## src/rtl/alu_seq_pkg.sv

```systemverilog
// Shared encodings for the ALU command sequencer: FSM states, op codes and
// the one-hot selector constants driven onto the ALU.
package alu_seq_pkg;

    typedef enum logic [1:0] {
        ST_IDLE  = 2'b00,
        ST_ISSUE = 2'b01,
        ST_WAIT  = 2'b10,
        ST_DONE  = 2'b11
    } state_e;

    localparam logic [2:0] OP_AND  = 3'd0;
    localparam logic [2:0] OP_OR   = 3'd1;
    localparam logic [2:0] OP_NOT  = 3'd2;
    localparam logic [2:0] OP_XOR  = 3'd3;
    localparam logic [2:0] OP_ADD  = 3'd4;
    localparam logic [2:0] OP_SUB  = 3'd5;
    localparam logic [2:0] OP_MULT = 3'd6;
    localparam logic [2:0] OP_ILL  = 3'd7;

    localparam logic [2:0] IN_PERSIST = 3'b100;
    localparam logic [2:0] IN_LOAD    = 3'b010;
    localparam logic [2:0] IN_RESET   = 3'b001;

    localparam logic [6:0] OUT_AND  = 7'b0000001;
    localparam logic [6:0] OUT_OR   = 7'b0000010;
    localparam logic [6:0] OUT_NOT  = 7'b0000100;
    localparam logic [6:0] OUT_XOR  = 7'b0001000;
    localparam logic [6:0] OUT_ADD  = 7'b0010000;
    localparam logic [6:0] OUT_SUB  = 7'b0100000;
    localparam logic [6:0] OUT_MULT = 7'b1000000;

    function automatic logic [6:0] op_to_onehot(input logic [2:0] op);
        logic [6:0] oh;
        oh = '0;
        case (op)
            OP_AND:  oh = OUT_AND;
            OP_OR:   oh = OUT_OR;
            OP_NOT:  oh = OUT_NOT;
            OP_XOR:  oh = OUT_XOR;
            OP_ADD:  oh = OUT_ADD;
            OP_SUB:  oh = OUT_SUB;
            OP_MULT: oh = OUT_MULT;
            default: oh = '0;
        endcase
        return oh;
    endfunction

endpackage

```

## src/rtl/seq_cmd_fifo.sv

```systemverilog
// Command queue for the ALU sequencer; count-based full/empty, power-of-2 depth.
module seq_cmd_fifo #(
    parameter int W     = 20,
    parameter int DEPTH = 4
) (
    input  logic         clk,
    input  logic         rst,
    input  logic         push,
    input  logic         pop,
    input  logic [W-1:0] wdata,
    output logic [W-1:0] rdata,
    output logic         full,
    output logic         empty
);

    localparam int AW = $clog2(DEPTH);

    logic [W-1:0]  mem_q [DEPTH];
    logic [W-1:0]  mem_d [DEPTH];
    logic [AW-1:0] wr_ptr_q, wr_ptr_d;
    logic [AW-1:0] rd_ptr_q, rd_ptr_d;
    logic [AW:0]   count_q, count_d;
    logic          push_ok, pop_ok;

    assign full    = (count_q == (AW+1)'(DEPTH));
    assign empty   = (count_q == '0);
    assign push_ok = push & ~full;
    assign pop_ok  = pop & ~empty;
    assign rdata   = mem_q[rd_ptr_q];

    always_comb begin
        mem_d    = mem_q;
        wr_ptr_d = wr_ptr_q;
        rd_ptr_d = rd_ptr_q;
        if (push_ok) begin
            mem_d[wr_ptr_q] = wdata;
            wr_ptr_d        = wr_ptr_q + AW'(1);
        end
        if (pop_ok) begin
            rd_ptr_d = rd_ptr_q + AW'(1);
        end
        count_d = count_q + (AW+1)'(push_ok) - (AW+1)'(pop_ok);
    end

    always_ff @(posedge clk) begin
        if (rst) begin
            wr_ptr_q <= '0;
            rd_ptr_q <= '0;
            count_q  <= '0;
        end else begin
            wr_ptr_q <= wr_ptr_d;
            rd_ptr_q <= rd_ptr_d;
            count_q  <= count_d;
        end
    end

    always_ff @(posedge clk) begin
        mem_q <= mem_d;
    end

endmodule

```

## src/rtl/alu_cmd_sequencer.sv

```systemverilog
// Initiator for the 8-bit ALU: queues commands, drives operands/selectors,
// waits the ALU latency and returns result + error on a valid/ready channel.
//
//  state | meaning
//  IDLE  | waiting for a queued command (pops when on & FIFO non-empty)
//  ISSUE | operands and selectors presented to the ALU for one cycle
//  WAIT  | ALU latency countdown, result captured at terminal count
//  DONE  | result held on res_* until consumed
module alu_cmd_sequencer
    import alu_seq_pkg::*;
#(
    parameter int WIDTH = 8,
    parameter int DEPTH = 4,
    parameter int LAT   = 2
) (
    input  logic             clk,
    input  logic             rst,
    input  logic             on,
    input  logic             cmd_valid,
    output logic             cmd_ready,
    input  logic [2:0]       cmd_op,
    input  logic             cmd_use_acc,
    input  logic [WIDTH-1:0] cmd_a,
    input  logic [WIDTH-1:0] cmd_b,
    output logic [WIDTH-1:0] alu_num1,
    output logic [WIDTH-1:0] alu_num2,
    output logic [2:0]       alu_in_sel,
    output logic [6:0]       alu_out_sel,
    input  logic [WIDTH-1:0] alu_result,
    input  logic             alu_overflow,
    output logic             res_valid,
    input  logic             res_ready,
    output logic [WIDTH-1:0] res_data,
    output logic             res_err,
    output logic [7:0]       err_count,
    output logic             busy
);

    localparam int CW    = 2*WIDTH + 4;
    localparam int CNT_W = (LAT > 1) ? $clog2(LAT) : 1;

    logic [CW-1:0]    fifo_wdata, fifo_rdata;
    logic             fifo_full, fifo_empty, fifo_push, fifo_pop;
    logic             f_use_acc;
    logic [2:0]       f_op;
    logic [WIDTH-1:0] f_a, f_b;

    state_e           state_q, state_d;
    logic [CNT_W-1:0] cnt_q, cnt_d;
    logic [2:0]       op_q, op_d;
    logic [WIDTH-1:0] num1_q, num1_d, num2_q, num2_d;
    logic [2:0]       in_sel_q, in_sel_d;
    logic [6:0]       out_sel_q, out_sel_d;
    logic [WIDTH-1:0] res_data_q, res_data_d;
    logic             res_err_q, res_err_d;
    logic [7:0]       err_cnt_q, err_cnt_d;

    assign fifo_wdata = {cmd_use_acc, cmd_op, cmd_a, cmd_b};
    assign {f_use_acc, f_op, f_a, f_b} = fifo_rdata;
    // Ready only looks at the registered count, so a same-cycle pop never frees a full slot.
    assign cmd_ready  = on & ~fifo_full & ~rst;
    assign fifo_push  = cmd_valid & cmd_ready;

    seq_cmd_fifo #(
        .W     (CW),
        .DEPTH (DEPTH)
    ) u_fifo (
        .clk   (clk),
        .rst   (rst),
        .push  (fifo_push),
        .pop   (fifo_pop),
        .wdata (fifo_wdata),
        .rdata (fifo_rdata),
        .full  (fifo_full),
        .empty (fifo_empty)
    );

    always_comb begin
        state_d    = state_q;
        cnt_d      = cnt_q;
        op_d       = op_q;
        num1_d     = num1_q;
        num2_d     = num2_q;
        in_sel_d   = IN_PERSIST;
        out_sel_d  = out_sel_q;
        res_data_d = res_data_q;
        res_err_d  = res_err_q;
        err_cnt_d  = err_cnt_q;
        fifo_pop   = 1'b0;
        case (state_q)
            ST_IDLE: begin
                if (on && !fifo_empty) begin
                    fifo_pop = 1'b1;
                    op_d     = f_op;
                    state_d  = ST_ISSUE;
                    // An illegal op leaves the ALU interface untouched.
                    if (f_op != OP_ILL) begin
                        num1_d    = f_a;
                        num2_d    = f_b;
                        out_sel_d = op_to_onehot(f_op);
                        in_sel_d  = f_use_acc ? IN_PERSIST : IN_LOAD;
                    end
                end
            end
            ST_ISSUE: begin
                if (op_q == OP_ILL) begin
                    res_data_d = '0;
                    res_err_d  = 1'b1;
                    state_d    = ST_DONE;
                end else begin
                    cnt_d   = CNT_W'(LAT - 1);
                    state_d = ST_WAIT;
                end
            end
            ST_WAIT: begin
                if (cnt_q == '0) begin
                    res_data_d = alu_result;
                    res_err_d  = alu_overflow & (op_q == OP_MULT);
                    state_d    = ST_DONE;
                end else begin
                    cnt_d = cnt_q - CNT_W'(1);
                end
            end
            ST_DONE: begin
                if (res_ready) begin
                    state_d = ST_IDLE;
                    if (res_err_q && err_cnt_q != 8'hFF) begin
                        err_cnt_d = err_cnt_q + 8'd1;
                    end
                end
            end
            default: state_d = ST_IDLE;
        endcase
    end

    always_ff @(posedge clk) begin
        if (rst) begin
            state_q    <= ST_IDLE;
            cnt_q      <= '0;
            op_q       <= '0;
            num1_q     <= '0;
            num2_q     <= '0;
            in_sel_q   <= IN_RESET;
            out_sel_q  <= '0;
            res_data_q <= '0;
            res_err_q  <= 1'b0;
            err_cnt_q  <= '0;
        end else begin
            state_q    <= state_d;
            cnt_q      <= cnt_d;
            op_q       <= op_d;
            num1_q     <= num1_d;
            num2_q     <= num2_d;
            in_sel_q   <= in_sel_d;
            out_sel_q  <= out_sel_d;
            res_data_q <= res_data_d;
            res_err_q  <= res_err_d;
            err_cnt_q  <= err_cnt_d;
        end
    end

    assign alu_num1    = num1_q;
    assign alu_num2    = num2_q;
    assign alu_in_sel  = in_sel_q;
    assign alu_out_sel = out_sel_q;
    assign res_valid   = (state_q == ST_DONE);
    assign res_data    = res_data_q;
    assign res_err     = res_err_q;
    assign err_count   = err_cnt_q;
    assign busy        = (state_q != ST_IDLE) | ~fifo_empty;

endmodule

```

## config.mk

```make
export PLATFORM = sky130hd
export DESIGN_NAME = alu_cmd_sequencer
export DESIGN_NICKNAME = d
export VERILOG_FILES = /design/src/rtl/alu_seq_pkg.sv /design/src/rtl/seq_cmd_fifo.sv /design/src/rtl/alu_cmd_sequencer.sv
export SDC_FILE = /design/constraint.sdc
export NUM_CORES = 1
export LEC_CHECK = 0
export ABC_AREA = 1
export BUFFER_PORTS_ARGS = -buffer_cell sky130_fd_sc_hd__buf_2
export CORE_MARGIN = 2
export CORE_UTILIZATION = 57
export DETAILED_ROUTE_END_ITERATION = 6
export HOLD_SLACK_MARGIN = 0.06
export PLACE_DENSITY_LB_ADDON = 0.12
export RECOVER_POWER = 50
export REMOVE_ABC_BUFFERS = 1
export SKIP_CTS_REPAIR_TIMING = 1
export SLEW_MARGIN = 20
export SYNTH_ARGS = -nofsm -noshare
export SYNTH_HDL_FRONTEND = slang
export SYNTH_HIERARCHICAL = 1
export SYNTH_SLANG_ARGS = --single-unit
```

## constraint.sdc

```tcl
create_clock -name clk -period 3.65 [get_ports clk]
set_clock_uncertainty 0.05 [all_clocks]
set_input_delay 0.365 -clock clk [delete_from_list [all_inputs] [get_ports clk]]
set_output_delay 0.365 -clock clk [all_outputs]
set_load 0.005 [all_outputs]
```

After elaboration in Yosys (flattened, before gate mapping). Index checks and enable logic that the tools add are counted.

Bits in registers: 136. Output and inout port bits: 46. Word-level logic and storage cells: 104. Input bits: 34.

Equal/unequal tests: 19. Magnitude comparators: 3. Multiplexer cells: 27. Bitwise gates (word level): 15. Reductions and logical operators: 16. Add/subtract/negate cells: 6.

Operators by type and width (number): bitwise mux 80 bit (1); two-way mux 20 bit (3); one-hot mux 7 bit (7 select lines) (1); binary-select mux 20 bit (select 2 bit) (1); demux 20 bit (select 2 bit) (1); == test 3 bit (second input constant) (6); two-way mux 8 bit (2); one-hot mux 8 bit (2 select lines) (1); two-way mux 3 bit (4); AND reduction 3 bit (4); adder 8 x 1 -> 8 bit (second input constant) (1); != test 2 bit (second input constant) (4); != test 8 bit (second input constant) (1); one-hot mux 2 bit (4 select lines) (1); two-way mux 1 bit (7); AND 1 bit (6); == test 3 x 2 -> 1 bit (second input constant) (2); >= comparator 3 bit (second input constant) (2); logical NOT 3 bit (2); two-way mux 2 bit (3); inverter 1 bit (6); inverter 2 -> 3 bit (2); adder 2 x 1 -> 2 bit (second input constant) (2); == test 2 bit (second input constant) (2); other kinds (16) (21).

Depth between registers and ports, before layout. Gate-level depths: netlist (run 1).

Depth in word-level cells: 8. Mapped depth: 16. Gate-level depth less buffers: 15.

Cells and area by module. The synthesis (run 1) kept the hierarchy.

By module, submodules not included: seq_cmd_fifo (instances 1, cells an instance 260, area each 3458.3 um^2, seq. area each 2542.4 um^2); alu_cmd_sequencer (instances 1, cells an instance 278, area each 2088.3 um^2, seq. area each 980.9 um^2).

Least setup slack after synthesis (run 1). No wires, ideal clock.

Path kind: input to register. From: in rst. To: reg u_fifo/mem_q[0] (netlist bit) (enable). Setup time: 0.397 ns. Required time: 3.203 ns. Path slack: 1.036 ns. Arrival: 2.168 ns. Stages on the path: 6. Path buffers: 1. Path through: clkbuf_1 -> inv_1 -> nand2_1 -> nor3b_1 -> nand2_1 -> nor2_1.

Word-level cells in the longest chain between the ends: 4.

RTL lines: from (decl) (RTL line alu_cmd_sequencer.sv:17) `input logic rst,`; inverter 1 bit (RTL line alu_cmd_sequencer.sv:61) `assign cmd_ready = on & ~fifo_full & ~rst;`; AND 1 bit (RTL line alu_cmd_sequencer.sv:61); AND 1 bit (RTL line alu_cmd_sequencer.sv:62) `assign fifo_push = cmd_valid & cmd_ready;`; via fifo_push (RTL line alu_cmd_sequencer.sv:43) `logic fifo_full, fifo_empty, fifo_push, fifo_pop;`; AND 1 bit (RTL line seq_cmd_fifo.sv:27) `assign push_ok = push & ~full;`; to (signal assigned) (RTL line seq_cmd_fifo.sv:58) `mem_q <= mem_d;`; to (decl) (RTL line seq_cmd_fifo.sv:18) `logic [W-1:0] mem_q [DEPTH];`.

The timed path passes the listed nets, and every way through them passes these cells. A chain may end at the register's enable or synchronous reset.

Worst setup path after layout (run 1).
From: reg u_fifo.count_q[1]. To: reg u_fifo.count_q[1].

Word-level cells in the longest chain between the ends: 8. Elaborated cells on any way between the ends: 15. Classes of those cells: add/sub: 2; eq/ne: 1; mux: 2; bitwise: 7; reduce/logical: 3.

RTL lines: from (decl) (RTL line seq_cmd_fifo.sv:22) `logic [AW:0] count_q, count_d;`; from (signal assigned) (RTL line seq_cmd_fifo.sv:53) `count_q <= count_d;`; == test 3 bit (RTL line seq_cmd_fifo.sv:25) `assign full = (count_q == (AW+1)'(DEPTH));`; via fifo_full (RTL line alu_cmd_sequencer.sv:43); inverter 1 bit (RTL line alu_cmd_sequencer.sv:61); AND 1 bit (2 in a row) (RTL line alu_cmd_sequencer.sv:61); AND 1 bit (RTL line alu_cmd_sequencer.sv:62); via fifo_push (RTL line alu_cmd_sequencer.sv:43); AND 1 bit (RTL line seq_cmd_fifo.sv:27); adder 3 x 1 -> 3 bit (RTL line seq_cmd_fifo.sv:42) `count_d = count_q + (AW+1)'(push_ok) - (AW+1)'(pop_ok);`; subtractor 3 x 1 -> 3 bit (RTL line seq_cmd_fifo.sv:42).

The timed path passes the listed nets, and every way through them passes these cells.

==> reports/qor.yml, run 1 <==
relSlewSlack_pct: -46.1
final_max_slew_viol_count: 47
num_rows: 36
port_buffers: 79
gr-usage-all-layers_pct: 21.5
swShare_pct: 25.8
combPwrFrac_pct: 12.3
die_area_um2: 10500
setup_viol_count_final: 0
critPathKind: "reg -> reg"
coreArea_um2: 9590
synthArstFlopShare_pct: 0
overflow: 0
final_common_cell: "nand2_1"
grt_pass1_wl_mm: 17.0
antenna_found_initial: 0
grt_max_degree: 47
drtAntennaViolNets: 0
yosysSeqAreaShare_pct: 63.5
rsz0062_at_grt: "no"
worst_slack_ns: 0.786
synth_area_um2: 5550
finalWeightedCongestion: 0.849
die_h_um: 103
hp-class: "in -> reg"
drv_cap: 1
layout-drive-gt1-share_pct: 13.8
diodes: 0
r2r_cells: 11
hold_viol_final: 0
vias: 4173
ys_ff_latch: 136
power.switching_uw: 936
start_kind: "register"
grt_pass1_vias: 3656
pre_cts_slack_ns: 0.805
first_pass_iters: 5
internal-power_mw: 2.69
ys_top_cells_by_area: "edfxtp_1, dfxtp_1, nand2_1"
synth_edf_count: 80
final_cell_mix: "nand2_1, edfxtp_1, nor2_1"
routed_via_density: 5.30
clockBufferDepth: 2
cts_tree: "built"
crit_fanout: 6
fin_hold_ws_ns: 0.0760
synthDominantCellAreaShare_pct: 43.3
routed_wl_mm: 11.2
initial_utilization_pct: 57.8
final.setup.tns_ns: 0
status: "finished with violations"
wl_per_cell_um: 14.2
htree_levels: 4
cts-buffers-inserted: 17
fmax_ghz: 0.349
worstPathRequired_ns: 3.91
power.share.clock_pct: 40.0
synth_area_leader_cell: "edfxtp_1"
dp_hpwl_mm: 6.61
die_w_um: 103
p_leak_nw: 2.51
power_density_nw_per_um2: 545
synthToLayoutAreaGrowth_pct: 20.2
fin_crit_ns: 2.86
syn_inst: 538
drtIter0Drc: 233
r2r_slack_ns: 0.79
tightestPinTransition_ns: 2.19
cts-root-buf: "clkbuf_8"
ir_worst_vdd_mv: 0.345
power_frac_seq_pct: 47.8
ys.flop_type: "edfxtp_1"
end_kind: "register"
clk_pin_slew_ns: 0.06
syn_avg_cell_area_um2: 10.3
clk-insertion-delay-late_ns: 0.50
cts_sinks: 136
io_pins: 80
drcViolationCount: 0
final.period_utilization_pct: 78.5
violations: "max-capacitance violations, max-slew violations"
worst_hold_path.num_cells: 3
ys_warn_count: 6
final_nets: 687
cp.arrival_ns: 3.12
netlist-cell-type-count: 34
## synth_stat cells, drive strengths merged (2+ instances only)
| library cell | count |
|---|---|
| o22ai | 20 |
| a21oi | 49 |
| edfxtp | 80 |
| inv | 38 |
| nand2 | 89 |
| buf | 19 |
| nand3b | 2 |
| ha | 11 |
| o21ai | 47 |
| dfxtp | 56 |
| nor2 | 76 |
| nor3 | 2 |
| nand3 | 34 |
| xor2 | 3 |
| clkbuf | 6 |
## per-stage QoR
stage / power (mW) / cell area (um^2) / util, % / std cells
6_report: 3.63 / 6670 / 69.5 / 787
3_3_place_gp: 2.18 / 6000 / 62.6 / 734
5_1_grt: 3.78 / 6670 / 69.5 / 787
3_5_place_dp: 2.20 / 6000 / 62.6 / 734
4_1_cts: 3.65 / 6520 / 67.9 / 766
2_1_floorplan: 2.04 / 5360 / - / 513
## critical path, stage by stage, from the launching register on
cell	delay, ns
dfxtp_1	0.40
nor2_1	0.10
nand2_1	0.17
inv_1	0.08
nor3b_1	0.47
nand2_1	0.28
ha_1	0.36
inv_1	0.06
ha_1	0.13
inv_1	0.04
fa_1	0.47
nor2_1	0.05
## cell type report
| type | instances | area [um^2] |
|---|---|---|
| repair buffers | 109 | 617 |
| multi-input cells | 338 | 1690 |
| inverters | 39 | 154 |
| fillers | 758 | 2930 |
| flip-flops and latches | 136 | 3520 |
| clock buffers | 20 | 435 |
| well taps | 133 | 166 |
| clock inverters | 12 | 78.8 |
## flip-flops by register name (all words and copies together), names as in the netlist
name and count:
u_fifo/mem_q 80, alu_num1 8, alu_num2 8, err_count 8, res_data 8, alu_out_sel 7, alu_in_sel 3, op_q 3
u_fifo/count_q 3, state_q 2, u_fifo/rd_ptr_q 2, u_fifo/wr_ptr_q 2, cnt_q 1, res_err 1
## worst paths after layout
| path | from | to |
|---|---|---|
| max | u_fifo/count_q[1] | u_fifo/count_q[1] |
| min | alu_result[3] | res_data[3] |
| max reg2reg | u_fifo/count_q[1] | u_fifo/count_q[1] |
| min reg2reg | alu_num1[0] | alu_num1[0] |
## power groups by stage
stage	clock network (mW)	registers, mW	logic, mW
final	1.45	1.73	0.445
after global routing	1.54	1.74	0.503
after CTS	1.48	1.73	0.437
after detailed placement	0	1.76	0.434
after global placement	0	1.76	0.420
after floorplan	0	1.76	0.272
## layer usage
layer	global-route usage [%]	vias up	routed length, um
li1	-	2052	-
met1	25.5	1968	4720
met2	38.2	139	5630
met3	5.56	14	667
met4	6.97	0	148
met5	0	-	0
## kinds of logic after synthesis
group	count (synthesis)	share of synthesized area, %
buffers and inverters	64	6.07
xor gates and xnor gates	3	0.474
DFF	136	63.5
adders and majority gates	12	2.84
AOI/OAI and AO/OA	118	11.5
and+or+nand+nor	205	15.6
No activity file was read; power rests on OpenSTA's default activity.
==> run 2: changes to the inputs <==
Settings changed: ABC_AREA 1 to 0, CORE_UTILIZATION 57 to 51.
Clock period 3.65 ns to 2.4 ns, I/O delays scaled along.
==> run 2 against run 1 <==
Clock power increased by 72%. Cell count decreased by 14%. Via count decreased by 16%. Non-clock buffer count increased by 22. Largest cell class unchanged. Synthesized cell count decreased by 27%. Highest routed layer unchanged. Utilization decreased by 2.0 points. Combinational power increased by 100%. Largest power group unchanged. The run ends with negative setup slack left. Count of clock-buffer cells in the layout increased by 2. Critical path type unchanged. Maximum frequency increased by 17%. Wire length decreased by 2.6%. First-iteration DRC count decreased by 27%. Synthesized area decreased by 3.6%.
==> reports/qor.yml, run 2 <==
synth_area_um2: 5350
die_w_um: 106
diodes: 0
regMostFlops: "u_fifo/mem_q"
syn_avg_cell_area_um2: 13.6
slowest_delay_ns: 0.33
multi_input_area_um2: 1720
largest_register_ffs: 80
routed_wl_mm: 10.9
fin_util_pct: 67.4
worst-path-buf-inv: 4
drtIter0Drc: 170
rsz0062_at_grt: "yes"
synth_edf_count: 80
status: "finished with violations"
die_h_um: 106
hold_viol_final: 0
clk-insertion-delay-late_ns: 0.51
finalWeightedCongestion: 0.763
drcViolationCount: 0
antenna_found_initial: 0
crit_chain: "nor3b_2, nor3b_2, and2_1, inv_1, nor2_2, inv_1, ha_1, inv_1, ha_1, inv_1, fa_2, xor2_1, and2_1, nor3_1"
initial_utilization_pct: 52.3
wl_per_cell_um: 16.2
first_pass_iters: 7
critPathKind: "reg -> reg"
power_density_nw_per_um2: 877
cts-root-buf: "clkbuf_8"
grt_pass1_wl_mm: 17.0
drv_cap: 0
netlist-cell-type-count: 48
synth_area_leader_cell: "edfxtp_1"
tightestPinTransition_ns: 0.650
final_cell_mix: "edfxtp_1, dfxtp_1, nand2_1"
start_kind: "register"
pre_cts_slack_ns: -0.135
ys_warn_count: 6
cp.arrival_ns: 2.77
crit_top_cell: "inv_1"
register_area_um2: 3530
fmax_ghz: 0.408
fin_crit_ns: 2.45
gr-usage-all-layers_pct: 20.2
critPathSlowestCell: "fa_2"
synthToLayoutAreaGrowth_pct: 29.0
grt_pass1_vias: 3447
io_pins: 80
vias: 3514
ys.flop_type: "edfxtp_1"
setup_viol_count_final: 1
final_common_cell: "edfxtp_1"
fin_hold_ws_ns: 0.0318
synthDominantCellAreaShare_pct: 44.9
htree_levels: 4
syn_inst: 392
final.period_utilization_pct: 102
routed_via_density: 5.22
final_max_slew_viol_count: 0
violations: "negative setup slack"
ys_top_cells_by_area: "edfxtp_1, dfxtp_1, mux4_2"
end_kind: "register"
coreArea_um2: 10200
cts_tree: "built"
ir_worst_vdd_mv: 0.637
layout-drive-gt1-share_pct: 23.3
yosysSeqAreaShare_pct: 65.9
cp_top_family: "simple AND/OR/NAND/NOR gates"
worstPathRequired_ns: 2.72
port_buffers: 79
cts-buffers-inserted: 17
p_leak_nw: 2.54
yosysMostFrequentCell: "edfxtp_1"
relSlewSlack_pct: 56.6
power.total_mw: 6.05
grt_max_degree: 59
num_rows: 37
final_nets: 570
ys_ff_latch: 136
synthArstFlopShare_pct: 0
hp-class: "in -> reg"
clockBufferDepth: 2
die_area_um2: 11300
crit_fanout: 3
overflow: 0
clk_pin_slew_ns: 0.06
cts_sinks: 136
worst_slack_ns: -0.0513
fillers: 764
synthTopCellsByCount: "edfxtp_1, dfxtp_1, nand2_1"
dp_hpwl_mm: 6.81
drtAntennaViolNets: 0
run 2: cell count changes in the layout (fill, tap and decap cells not counted), moves of 20 or more:
cell	change
nand2_1	-43
nor2_1	-38
o21ai_1	-37
nand3_1	-27
inv_1	-24
o22ai_1	-20
run 2: final timing paths:
| path | slack, ns | cells past startpoint | to | startpoint |
|---|---|---|---|---|
| max | -0.05 | 14 | u_fifo/count_q[2] | u_fifo/count_q[2] |
| min | 0.03 | 4 | res_data[1] | alu_result[1] |
| max reg2reg | -0.05 | 14 | u_fifo/count_q[2] | u_fifo/count_q[2] |
| min reg2reg | 0.40 | 2 | alu_num1[1] | alu_num1[1] |
run 2: metal layers:
metal	GRT usage, %	part of all wire (%)	vias up
li1	-	-	1704
met1	25.0	43	1704
met2	33.9	50	93
met3	5.09	4.6	13
met4	8.63	1.6	0
met5	0	0	-
run 2: per-stage QoR:
| stage | area (um^2) | TNS (ns) | instances |
|---|---|---|---|
| after floorplan | 5260 | -5.52 | 374 |
| after global placement | 6080 | -0.0478 | 614 |
| after detailed placement | 6080 | -0.135 | 614 |
| after CTS | 6660 | -0.182 | 646 |
| after global routing | 6900 | -0.336 | 673 |
| final | 6900 | -0.0513 | 673 |
run 2: power by group:
group	internal, mW	total, mW	leakage [nW]	switching [mW]
Combinational	0.432	0.909	1.09	0.477
Clock	1.60	2.49	0.278	0.894
Sequential	2.59	2.65	1.18	0.0600
Total	4.62	6.05	2.54	1.43
run 2: worst reg2reg max path, stage by stage, from the launching register on:
cell and delay [ns]:
dfxtp_2 0.31, nor3b_2 0.16, nor3b_2 0.17, and2_1 0.14
inv_1 0.06, nor2_2 0.10, inv_1 0.05, ha_1 0.28
inv_1 0.06, ha_1 0.13, inv_1 0.05, fa_2 0.33
xor2_1 0.19, and2_1 0.16, nor3_1 0.05
run 2: cells by family (layout without fill, tap and decap cells):
| kind of cell | count (synthesis) | in the layout | share of synthesized area [%] |
|---|---|---|---|
| muxes | 31 | 31 | 10.6 |
| xor gates and xnor gates | 3 | 3 | 0.491 |
| AOI/OAI and AO/OA | 50 | 50 | 5.64 |
| adders and majority gates | 12 | 12 | 2.95 |
| DFF | 136 | 136 | 65.9 |
| buffers and inverters | 31 | 176 | 2.53 |
| and+or+nand+nor | 129 | 129 | 11.9 |
run 2: layout make-up:
cell class | instances | share of cell area, %
Clock buffer | 22 | 6.42
Multi-Input combinational cell | 225 | 24.9
Clock inverter | 10 | 1.87
Tap cell | 136 | 2.47
Inverter | 13 | 0.707
Sequential cell | 136 | 51.1
Timing Repair Buffer | 131 | 12.6
